$ cat src/rtl/ps2_pkg.sv
// Shared constants for the PS/2 key event receiver: scan codes, event layout and helpers.
package ps2_pkg;

  // Event word layout: {ext, break, code[7:0]}
  localparam int unsigned EvtWidth   = 10;
  localparam int unsigned EvtCodeMsb = 7;
  localparam int unsigned EvtBrkBit  = 8;
  localparam int unsigned EvtExtBit  = 9;

  localparam logic [7:0] ScExt    = 8'hE0;
  localparam logic [7:0] ScPause  = 8'hE1;
  localparam logic [7:0] ScBreak  = 8'hF0;
  localparam logic [7:0] ScBatOk  = 8'hAA;
  localparam logic [7:0] ScAck    = 8'hFA;
  localparam logic [7:0] ScResend = 8'hFE;
  localparam logic [7:0] ScErr00  = 8'h00;
  localparam logic [7:0] ScErrFf  = 8'hFF;
  localparam logic [7:0] ScLShift = 8'h12;
  localparam logic [7:0] ScRShift = 8'h59;
  localparam logic [7:0] ScCtrl   = 8'h14;
  localparam logic [7:0] ScAlt    = 8'h11;
  localparam logic [7:0] ScCaps   = 8'h58;

  // Bytes that follow E1 in the pause sequence and are swallowed.
  localparam int unsigned PauseSkip = 7;

  function automatic logic is_status(input logic [7:0] b);
    return (b == ScBatOk) || (b == ScAck) || (b == ScResend) || (b == ScErr00) || (b == ScErrFf);
  endfunction

endpackage

$ cat src/rtl/ps2_key_event_rx_if.sv
// Key event valid/ready stream between the PS/2 receiver and its consumer.
interface ps2_key_event_rx_if;
  logic       evt_valid;
  logic       evt_ready;
  logic [7:0] evt_code;
  logic       evt_ext;
  logic       evt_break;

  modport master (output evt_valid, output evt_code, output evt_ext, output evt_break,
                  input evt_ready);
  modport slave  (input evt_valid, input evt_code, input evt_ext, input evt_break,
                  output evt_ready);
endinterface

$ cat src/rtl/ps2_frame_rx.sv
// PS/2 frame receiver: synchronises the pins, samples on falling ps2c, checks framing
// and parity, and abandons a stalled partial frame after TIMEOUT_CYCLES.
module ps2_frame_rx #(
  parameter int unsigned TIMEOUT_CYCLES = 27000
) (
  input  logic       clock_27mhz,
  input  logic       reset_n,
  input  logic       ps2c,
  input  logic       ps2d,
  output logic [7:0] byte_o,
  output logic       byte_valid_o,
  output logic       frame_err_o
);

  localparam int unsigned TmrW = $clog2(TIMEOUT_CYCLES + 1);

  logic [2:0]      c_sync_q;
  logic [1:0]      d_sync_q;
  logic [3:0]      bit_cnt_q, bit_cnt_d;
  logic [7:0]      shift_q, shift_d;
  logic            parity_q, parity_d;
  logic [TmrW-1:0] tmr_q, tmr_d;
  logic [7:0]      byte_q, byte_d;
  logic            valid_q, valid_d;
  logic            err_q, err_d;
  logic            sample, din, timeout;

  assign sample  = c_sync_q[2] & ~c_sync_q[1];
  assign din     = d_sync_q[1];
  assign timeout = (bit_cnt_q != 4'd0) && !sample && (tmr_q == TmrW'(TIMEOUT_CYCLES - 1));

  always_comb begin
    bit_cnt_d = bit_cnt_q;
    shift_d   = shift_q;
    parity_d  = parity_q;
    byte_d    = byte_q;
    valid_d   = 1'b0;
    err_d     = 1'b0;
    tmr_d     = (sample || bit_cnt_q == 4'd0) ? '0 : tmr_q + 1'b1;
    if (sample) begin
      if (bit_cnt_q == 4'd0) begin
        if (!din) bit_cnt_d = 4'd1;
        else      err_d     = 1'b1;
      end else if (bit_cnt_q <= 4'd8) begin
        shift_d   = {din, shift_q[7:1]};
        bit_cnt_d = bit_cnt_q + 4'd1;
      end else if (bit_cnt_q == 4'd9) begin
        parity_d  = din;
        bit_cnt_d = 4'd10;
      end else begin
        bit_cnt_d = 4'd0;
        // Odd parity: data plus parity bit must hold an odd number of ones.
        if (din && (^{shift_q, parity_q})) begin
          byte_d  = shift_q;
          valid_d = 1'b1;
        end else begin
          err_d = 1'b1;
        end
      end
    end else if (timeout) begin
      bit_cnt_d = 4'd0;
      err_d     = 1'b1;
    end
  end

  always_ff @(posedge clock_27mhz or negedge reset_n) begin
    if (!reset_n) begin
      c_sync_q  <= '1;
      d_sync_q  <= '1;
      bit_cnt_q <= '0;
      shift_q   <= '0;
      parity_q  <= 1'b0;
      tmr_q     <= '0;
      byte_q    <= '0;
      valid_q   <= 1'b0;
      err_q     <= 1'b0;
    end else begin
      c_sync_q  <= {c_sync_q[1:0], ps2c};
      d_sync_q  <= {d_sync_q[0], ps2d};
      bit_cnt_q <= bit_cnt_d;
      shift_q   <= shift_d;
      parity_q  <= parity_d;
      tmr_q     <= tmr_d;
      byte_q    <= byte_d;
      valid_q   <= valid_d;
      err_q     <= err_d;
    end
  end

  assign byte_o       = byte_q;
  assign byte_valid_o = valid_q;
  assign frame_err_o  = err_q;

endmodule

$ cat src/rtl/ps2_key_event_rx.sv
// PS/2 keyboard receiver top: prefix decoder, modifier tracking, status counters and a
// first-word-fall-through event FIFO behind a valid/ready stream.
module ps2_key_event_rx
  import ps2_pkg::*;
#(
  parameter int unsigned FIFO_DEPTH     = 16,
  parameter int unsigned TIMEOUT_CYCLES = 27000
) (
  input  logic                      clock_27mhz,
  input  logic                      reset_n,
  input  logic                      ps2c,
  input  logic                      ps2d,
  ps2_key_event_rx_if.master        evt,
  output logic [3:0]                mods,
  output logic                      overflow,
  output logic [7:0]                frame_errs,
  input  logic                      clear_status
);

  localparam int unsigned AW = $clog2(FIFO_DEPTH);

  localparam logic [2:0] StIdle   = 3'd0;
  localparam logic [2:0] StExt    = 3'd1;
  localparam logic [2:0] StBrk    = 3'd2;
  localparam logic [2:0] StExtBrk = 3'd3;
  localparam logic [2:0] StSkip   = 3'd4;

  logic [7:0] rx_byte;
  logic       rx_valid, rx_err;

  ps2_frame_rx #(
    .TIMEOUT_CYCLES(TIMEOUT_CYCLES)
  ) u_frame_rx (
    .clock_27mhz  (clock_27mhz),
    .reset_n      (reset_n),
    .ps2c         (ps2c),
    .ps2d         (ps2d),
    .byte_o       (rx_byte),
    .byte_valid_o (rx_valid),
    .frame_err_o  (rx_err)
  );

  // Decoder
  logic [2:0]          state_q, state_d;
  logic [2:0]          skip_q, skip_d;
  logic [EvtWidth-1:0] ev_q, ev_d;
  logic                ev_valid_q, ev_valid_d;
  logic                bat_clr;

  always_comb begin
    state_d    = state_q;
    skip_d     = skip_q;
    ev_d       = ev_q;
    ev_valid_d = 1'b0;
    bat_clr    = 1'b0;
    if (rx_valid) begin
      if (rx_byte == ScBatOk) begin
        state_d = StIdle;
        bat_clr = 1'b1;
      end else if (state_q == StSkip) begin
        skip_d = skip_q - 3'd1;
        if (skip_q == 3'd1) state_d = StIdle;
      end else if (!is_status(rx_byte)) begin
        if (state_q == StIdle && rx_byte == ScExt) begin
          state_d = StExt;
        end else if (state_q == StIdle && rx_byte == ScBreak) begin
          state_d = StBrk;
        end else if (state_q == StExt && rx_byte == ScBreak) begin
          state_d = StExtBrk;
        end else begin
          ev_valid_d          = 1'b1;
          ev_d[EvtCodeMsb:0]  = rx_byte;
          ev_d[EvtExtBit]     = (state_q == StExt) || (state_q == StExtBrk);
          ev_d[EvtBrkBit]     = (state_q == StBrk) || (state_q == StExtBrk);
          if (state_q == StIdle && rx_byte == ScPause) begin
            state_d = StSkip;
            skip_d  = 3'(PauseSkip);
          end else begin
            state_d = StIdle;
          end
        end
      end
    end
  end

  // Modifiers: held[5:0] = {r_alt, l_alt, r_ctrl, l_ctrl, r_shift, l_shift}
  logic [5:0] held_q, held_d;
  logic       caps_q, caps_d;
  logic       caps_held_q, caps_held_d;
  logic       make;

  assign make = ~ev_q[EvtBrkBit];

  always_comb begin
    held_d      = held_q;
    caps_d      = caps_q;
    caps_held_d = caps_held_q;
    if (bat_clr) begin
      held_d      = '0;
      caps_d      = 1'b0;
      caps_held_d = 1'b0;
    end else if (ev_valid_q) begin
      if (!ev_q[EvtExtBit]) begin
        case (ev_q[EvtCodeMsb:0])
          ScLShift: held_d[0] = make;
          ScRShift: held_d[1] = make;
          ScCtrl:   held_d[2] = make;
          ScAlt:    held_d[4] = make;
          ScCaps: begin
            // Typematic repeats of a held caps key must not toggle again.
            if (make && !caps_held_q) caps_d = ~caps_q;
            caps_held_d = make;
          end
          default: ;
        endcase
      end else begin
        case (ev_q[EvtCodeMsb:0])
          ScCtrl:  held_d[3] = make;
          ScAlt:   held_d[5] = make;
          default: ;
        endcase
      end
    end
  end

  assign mods = {caps_q, |held_q[5:4], |held_q[3:2], |held_q[1:0]};

  // Event FIFO
  logic [EvtWidth-1:0] mem_q [FIFO_DEPTH];
  logic [EvtWidth-1:0] head;
  logic [AW:0]         wr_ptr_q, wr_ptr_d, rd_ptr_q, rd_ptr_d;
  logic                empty, full, pop, push_ok, drop;

  assign empty   = (wr_ptr_q == rd_ptr_q);
  assign full    = (wr_ptr_q[AW] != rd_ptr_q[AW]) && (wr_ptr_q[AW-1:0] == rd_ptr_q[AW-1:0]);
  assign pop     = ~empty & evt.evt_ready;
  assign push_ok = ev_valid_q & (~full | pop);
  assign drop    = ev_valid_q & full & ~pop;
  assign wr_ptr_d = wr_ptr_q + {{AW{1'b0}}, push_ok};
  assign rd_ptr_d = rd_ptr_q + {{AW{1'b0}}, pop};

  always_ff @(posedge clock_27mhz) begin
    if (push_ok) mem_q[wr_ptr_q[AW-1:0]] <= ev_q;
  end

  assign head          = empty ? '0 : mem_q[rd_ptr_q[AW-1:0]];
  assign evt.evt_valid = ~empty;
  assign evt.evt_code  = head[EvtCodeMsb:0];
  assign evt.evt_ext   = head[EvtExtBit];
  assign evt.evt_break = head[EvtBrkBit];

  // Status
  logic       overflow_q, overflow_d;
  logic [7:0] errs_q, errs_d;

  always_comb begin
    overflow_d = drop ? 1'b1 : (clear_status ? 1'b0 : overflow_q);
    errs_d     = clear_status ? 8'd0 : errs_q;
    if (rx_err && errs_d != 8'hFF) errs_d = errs_d + 8'd1;
  end

  assign overflow   = overflow_q;
  assign frame_errs = errs_q;

  always_ff @(posedge clock_27mhz or negedge reset_n) begin
    if (!reset_n) begin
      state_q     <= StIdle;
      skip_q      <= '0;
      ev_q        <= '0;
      ev_valid_q  <= 1'b0;
      held_q      <= '0;
      caps_q      <= 1'b0;
      caps_held_q <= 1'b0;
      wr_ptr_q    <= '0;
      rd_ptr_q    <= '0;
      overflow_q  <= 1'b0;
      errs_q      <= '0;
    end else begin
      state_q     <= state_d;
      skip_q      <= skip_d;
      ev_q        <= ev_d;
      ev_valid_q  <= ev_valid_d;
      held_q      <= held_d;
      caps_q      <= caps_d;
      caps_held_q <= caps_held_d;
      wr_ptr_q    <= wr_ptr_d;
      rd_ptr_q    <= rd_ptr_d;
      overflow_q  <= overflow_d;
      errs_q      <= errs_d;
    end
  end

endmodule

$ cat src/flat_wrapper.sv
// flat-port wrapper written by rule: the top's interface ports become plain ports
module ps2_key_event_rx_flat import ps2_pkg::*;
#(
  parameter int unsigned FIFO_DEPTH     = 16,
  parameter int unsigned TIMEOUT_CYCLES = 27000
)
  (clock_27mhz, reset_n, ps2c, ps2d, mods, overflow, frame_errs, clear_status, evt_evt_valid, evt_evt_code, evt_evt_ext, evt_evt_break, evt_evt_ready);
  ps2_key_event_rx_if evt_i ();
  input  logic clock_27mhz;
  input  logic reset_n;
  input  logic ps2c;
  input  logic ps2d;
  output logic [3:0] mods;
  output logic overflow;
  output logic [7:0] frame_errs;
  input  logic clear_status;
  output wire logic [$bits(evt_i.evt_valid)-1:0] evt_evt_valid;
  output wire logic [$bits(evt_i.evt_code)-1:0] evt_evt_code;
  output wire logic [$bits(evt_i.evt_ext)-1:0] evt_evt_ext;
  output wire logic [$bits(evt_i.evt_break)-1:0] evt_evt_break;
  input wire logic [$bits(evt_i.evt_ready)-1:0] evt_evt_ready;
  assign evt_evt_valid = evt_i.evt_valid;
  assign evt_evt_code = evt_i.evt_code;
  assign evt_evt_ext = evt_i.evt_ext;
  assign evt_evt_break = evt_i.evt_break;
  assign evt_i.evt_ready = evt_evt_ready;
  ps2_key_event_rx #(.FIFO_DEPTH(FIFO_DEPTH), .TIMEOUT_CYCLES(TIMEOUT_CYCLES)) u_core (.clock_27mhz(clock_27mhz), .reset_n(reset_n), .ps2c(ps2c), .ps2d(ps2d), .evt(evt_i), .mods(mods), .overflow(overflow), .frame_errs(frame_errs), .clear_status(clear_status));
endmodule
$ cat config.mk
export PLATFORM = sky130hd
export DESIGN_NAME = ps2_key_event_rx_flat
export DESIGN_NICKNAME = d
export VERILOG_FILES = /design/src/rtl/ps2_pkg.sv /design/src/rtl/ps2_key_event_rx_if.sv /design/src/rtl/ps2_frame_rx.sv /design/src/rtl/ps2_key_event_rx.sv /design/src/flat_wrapper.sv
export SDC_FILE = /design/constraint.sdc
export NUM_CORES = 1
export LEC_CHECK = 0
export CORE_MARGIN = 1
export CORE_UTILIZATION = 30
export CTS_CLUSTER_DIAMETER = 100
export DETAILED_ROUTE_END_ITERATION = 6
export SLEW_MARGIN = 20
export SYNTH_ARGS = -nofsm -noshare
export SYNTH_HDL_FRONTEND = slang
export SYNTH_SLANG_ARGS = --single-unit
$ cat constraint.sdc
create_clock -name clock_27mhz -period 8 [get_ports clock_27mhz]
set_clock_uncertainty 0.1 [all_clocks]
set_input_delay 1.6 -clock clock_27mhz [delete_from_list [all_inputs] [get_ports clock_27mhz]]
set_output_delay 1.6 -clock clock_27mhz [all_outputs]
set_load 0.05 [all_outputs]
# Word-level counts from Yosys, hierarchy flattened
# Memory sizes are Yosys's and may differ from the RTL's.
# Index checks and enable logic that the tools add are counted.
[totals]
register_bits = 87
output_inout_bits = 24
ramBits = 160
mem_count = 1
[op_classes]
bitwise_logic = 21
n_reduce_logical = 53
eq_ne = 31
n_lt_le_gt_ge = 1
n_mux = 68
n_addsub = 6
[memory_table]
columns = ["memory", "words", "word_bits", "read_ports", "rd_ports_with_merged_regs", "write_ports", "line", "rtl"]
rows = [
  ["u_core.mem_q", 16, 10, 1, 0, 1, "ps2_key_event_rx.sv:129", "logic [EvtWidth-1:0] mem_q [FIFO_DEPTH];"],
]
[op_table]
columns = ["cell", "n"]
rows = [
  ["$eq 8x8->1 const B", 7],
  ["$mux 3", 15],
  ["$mux 1", 41],
  ["$reduce_and 3->1", 9],
  ["$eq 8x5->1 const B", 3],
  ["$mux 4", 6],
  ["$reduce_bool 2->1", 11],
  ["$eq 8x7->1 const B", 2],
  ["$mux 8", 2],
  ["$add 15x1->15 const B", 1],
  ["$eq 15x15->1 const B", 1],
  ["$mux 15", 1],
  ["$not 1->1", 15],
  ["$reduce_and 7->1", 2],
  ["$mux 6", 2],
  ["$add 5x1->5", 2],
  ["$logic_and 1x1->1", 10],
  ["$mux 10", 1],
  ["$reduce_xor 9->1", 1],
  ["$add 8x1->8 const B", 1],
  ["$logic_not 8->1", 1],
  ["$ne 2x1->1 const B", 4],
  ["$ne 8x8->1 const B", 1],
  ["$reduce_and 4->1", 2],
  ["other kinds (24)", 39],
]

# Depth between registers and ports, before layout
[depth]
depth_word = 9
depth_mapped = 9
mapped_depth_nobuf = 8

# By module
# From an unflattened synthesis, not the netlist that was laid out.
[hier_totals]
hier_cells = 646
hier_area_um2 = 10328.7
[modules_own_cells]
columns = ["module", "area_each_um2", "cells_per_inst", "instances"]
rows = [
  ["ps2_key_event_rx", 8383.0, 483, 1],
  ["ps2_frame_rx", 1945.6, 163, 1],
]

# Worst setup path after synthesis
# OpenSTA, ideal clock, no wires.
[synth_path]
path_kind = "flip-flop to output port"
startpoint = "register u_core.rd_ptr_q[1]"
endpoint = "output evt_evt_code[0]"
setup_slack_ns = 4.280
n_path_buf = 2
path_stages_with_launch = 6
arrival_ns = 2.020
t_required_ns = 6.300
path_cell_list = "dfrtp_1 clkbuf_1 clkbuf_1 mux4_2 a22oi_1 a21oi_1"
[synth_via]
elab_chain_len = 2
elab_cells_between_ends = 3
classes_between = "eq/ne (1); mux (1); memory (1)"
[synth_rtl]
columns = ["element", "line", "rtl"]
rows = [
  ["from (decl)", "ps2_key_event_rx.sv:131", "logic [AW:0] wr_ptr_q, wr_ptr_d, rd_ptr_q, rd_ptr_d;"],
  ["from (signal assigned)", "ps2_key_event_rx.sv:187", "rd_ptr_q <= rd_ptr_d;"],
  ["$mem_v2 16x10 / $eq 5x5->1 (equally long branches)", "n/a", ""],
  ["$mux 10 *", "ps2_key_event_rx.sv:146", "assign head = empty ? '0 : mem_q[rd_ptr_q[AW-1:0]];"],
  ["to (decl)", "flat_wrapper.sv:18", "output wire logic [$bits(evt_i.evt_code)-1:0] evt_evt_code;"],
]
# Every way passes the cells marked *; elsewhere a longest branch is shown, timed or not.

# Worst setup path after layout
[layout_path]
startpoint = "register u_core.rd_ptr_q[0]"
endpoint = "output evt_evt_break"
[layout_via]
elab_chain_len = 2
elab_cells_between_ends = 3
classes_between = "eq/ne (1); mux (1); memory (1)"
[layout_rtl]
columns = ["element", "line", "rtl"]
rows = [
  ["$mem_v2 16x10 / $eq 5x5->1 (equally long branches)", "n/a", ""],
  ["$mux 10 *", "ps2_key_event_rx.sv:146", ""],
  ["to (decl)", "flat_wrapper.sv:20", "output wire logic [$bits(evt_i.evt_break)-1:0] evt_evt_break;"],
]
# Marks and branches as above.

==> flow_summary_export.csv <==
group,metric,value,unit
outcome,status,"finished, final reports clean",
run,max-cap-violations,0,
clocking,cts_buffers,25,
pwr,p_seq_share,45.4,%
clocking,cts-resized-gates,0,
sta,rsz0062_at_grt,"false",
clocking,clk_pin_slew_worst_paths,60,ps
synthesis,synth_fp_nets,675,
cells_and_area,finalInstanceArea,11900,µm²
floorplan,die_area,35100,µm²
route,wl_per_cell,17.3,µm
min_path,hp-class,"flop to flop",
setup_path,crit_slowest_cell,"dfrtp_2",
sta,setup_viol,0,
clocking,tritoncts,"done",
route,num_vias,5581,
clocking,cts_root_buffer,"clkbuf_16",
clocking,cts_num_sinks,247,
setup_path,startpoint_type,"flop",
pwr,intPower,2.40,mW
synthesis,ys_seq_elements,247,
clocking,cts_setup_buffers,0,
sta,fin_crit,5380,ps
cells_and_area,fill_cells,3227,
sta,hold_viol,0,
cells_and_area,multi_input_area,3130,µm²
place,placed_cell_area,11100,µm²
pwr,leakagePower,4.22,nW
synthesis,ys_warn_count,0,
cells_and_area,final_common_cell,"edfxtp_1",
pwr,p_sw,1.01,mW
place,hpwlAfterDp,12.8,mm
route,viasPerCell,4.80,
synthesis,syn_area,10300,µm²
global_route,grt_pass1_wl,32.5,mm
cells_and_area,area_growth,15.5,%
floorplan,io_pins,30,
pwr,irDropWorstVdd,0.272,mV
sta,fin_setup_tns,0,ps
global_route,grt_pass1_vias,5645,
cells_and_area,final_cells,1163,
setup_path,crit_chain,"buf_4 -> xnor2_1 -> nand4_1 -> nor2_1 -> a21oi_1 -> clkdlybuf4s50_1",
cells_and_area,drive_gt1_share,17.9,%
synthesis,synth_ff_type,"edfxtp_1",
global_route,antenna_found_initial,0,
floorplan,rows,67,
global_route,grt_max_degree,71,
pwr,power_frac_comb,21.5,%
clocking,postCtsHoldBufs,0,
place,dp_cells,1117,
sta,fin_crit_sh,67.2,%
pwr,p_sw_share,29.6,%
place,io_buffer_count,29,
floorplan,fp.dieW,187,µm
cells_and_area,diodes,0,
setup_path,crit_path_max_fanout,22,
route,drc_errors,0,
setup_path,critPathKind,"flop to output pin",
route,drtIter0Drc,407,
clocking,cts_htree_levels,1,
sta,fmax,186,MHz
floorplan,core,33700,µm²
setup_path,max_stage_delay,850,ps
cells_and_area,mostFrequentLayoutCells,"160 x edfxtp_1, 80 x dfrtp_1, 44 x nor2_1",
global_route,grt_use_total,11.6,%
cells_and_area,seqCellArea,6990,µm²
route,drtAntennaViolNets,0,
setup_path,end_kind,"output pin",
synthesis,synth_edf_count,160,
synthesis,seq_area_frac_synth,67.8,%
cells_and_area,final_net_count,713,
synthesis,synth_async_sr_flop_share,35.2,%
clocking,clk_path_buf_depth,3,
place,place_congestion,0.800,
floorplan,start_util,30.6,%
synthesis,syn_inst,658,
global_route,grt-ovfl-total,0,
route,drt_pre_antenna_iters,5,
sta,drv_slew,0,
pwr,power_density,286,nW/µm²
pwr,pwr-share-clk,33.1,%
clocking,clk_latency,530,ps
synthesis,avgSynthCellArea,15.7,µm²
route,wirelength,20.2,mm
floorplan,die_h,187,µm
sta,worst_pin_slew,1080,ps
synthesis,synth.distinct_cells,54,
sta,slew_headroom,28.2,%
sta,hold_slack,255,ps
setup_path,arrival,3680,ps
setup_path,critPathRequiredTime,6300,ps
==> cell families after synthesis <==
| logic type | Yosys count | synth area share (%) |
|---|---|---|
| buf+inv | 49 | 1.94 |
| mux | 71 | 12.1 |
| flops | 247 | 67.8 |
| fa+ha+maj | 11 | 1.33 |
| simple gates | 171 | 9.32 |
| xor+xnor | 34 | 3.02 |
| compound gates | 75 | 4.55 |
==> power groups by stage <==
| stage | Combinational, mW | Clock [mW] | Sequential [mW] |
|---|---|---|---|
| after global routing | 0.793 | 1.21 | 1.57 |
| final | 0.732 | 1.13 | 1.55 |
| after CTS | 0.741 | 1.16 | 1.55 |
| after global placement | 0.736 | 0 | 1.57 |
| after detailed placement | 0.739 | 0 | 1.58 |
| after floorplan | 0.635 | 0 | 1.47 |
==> layer usage <==
layer	global-route usage, %	up-vias	wire (µm)	part of all wire (%)
met3	2.05	36	841	4.2
met1	16.8	2830	9670	48
met2	18.0	115	9230	46
li1	-	2600	-	-
met5	0	-	0	0
met4	3.10	0	418	2.1
==> path summary, 6_finish.rpt <==
path / startpoint / to / slack, ps / cells past startpoint
setup / recovery: u_core.rd_ptr_q[0] / evt_evt_break / 2620 / 6
hold / removal: u_core.u_frame_rx.c_sync_q[0] / u_core.u_frame_rx.c_sync_q[1] / 260 / 0
setup reg to reg: u_core.rd_ptr_q[0] / u_core.mem_q[5][0] / 4320 / 6
hold reg to reg: u_core.u_frame_rx.c_sync_q[0] / u_core.u_frame_rx.c_sync_q[1] / 260 / 0
max in group asynchronous: reset_n / u_core.rd_ptr_q[1] / 5730 / 2
min in group asynchronous: reset_n / u_core.frame_errs[4] / 840 / 1
==> cell type report <==
cell class                 count  area share, %
sequential                   247           58.7
multi-input combinational    362           26.3
clock buffer                  39           5.78
tap                          448           4.71
timing repair buffer          39           3.05
clock inverter                 7          0.820
inverter                      21          0.662
==> flip-flops by register name, indices dropped and copies added (netlist names), 2 cells and up <==
signal and cells:
u_core.frame_errs 8, u_core.rd_ptr_q 5, u_core.u_frame_rx.shift_q 8, u_core.skip_q 3
u_core.mem_q 160, u_core.u_frame_rx.tmr_q 15, u_core.state_q 3, u_core.u_frame_rx.d_sync_q 2
u_core.u_frame_rx.byte_o 8, u_core.u_frame_rx.c_sync_q 3, u_core.wr_ptr_q 5, u_core.ev_q 10
u_core.held_q 6, u_core.u_frame_rx.bit_cnt_q 4
==> Yosys cell counts (all sizes together), types with 5 or more instances <==
library cell,n,share of area [%]
edfxtp,160,47
dfrtp,82,20
nor2,44,1.6
mux4,40,8.7
mux2,25,2.7
a21oi,24,1.2
xnor2,22,1.9
inv,21,0.76
a22oi,20,1.5
clkbuf,19,0.69
nand2,17,0.62
nand3,17,0.83
nor3,17,0.87
nand4,13,0.79
o21ai,13,0.63
ha,11,1.3
nor2b,11,0.67
xor2,11,0.93
buf,9,0.49
nand2b,9,0.55
mux2i,6,0.58
and2,5,0.30
dfstp,5,1.3
nor4,5,0.36
or2,5,0.30
or3,5,0.30
==> metrics by stage <==
step / worst slack [ps] / util (%) / power (mW)
detailed placement: 3100 / 33.0 / 2.31
finish: 2620 / 35.3 / 3.41
global placement: 3130 / 33.0 / 2.31
floorplan: 4280 / - / 2.11
global route: 2300 / 35.3 / 3.57
CTS: 2520 / 35.3 / 3.45
==> critical path: cells and delay by family (launching register included) <==
| family | cells | cell delay, ps |
|---|---|---|
| AO/OA/AOI/OAI | 1 | 130 |
| flip-flops | 1 | 850 |
| AND/OR/NAND/NOR | 2 | 730 |
| buffers and inverters | 2 | 1240 |
| XOR/XNOR | 1 | 170 |
Power figures use the tool's default switching activity.
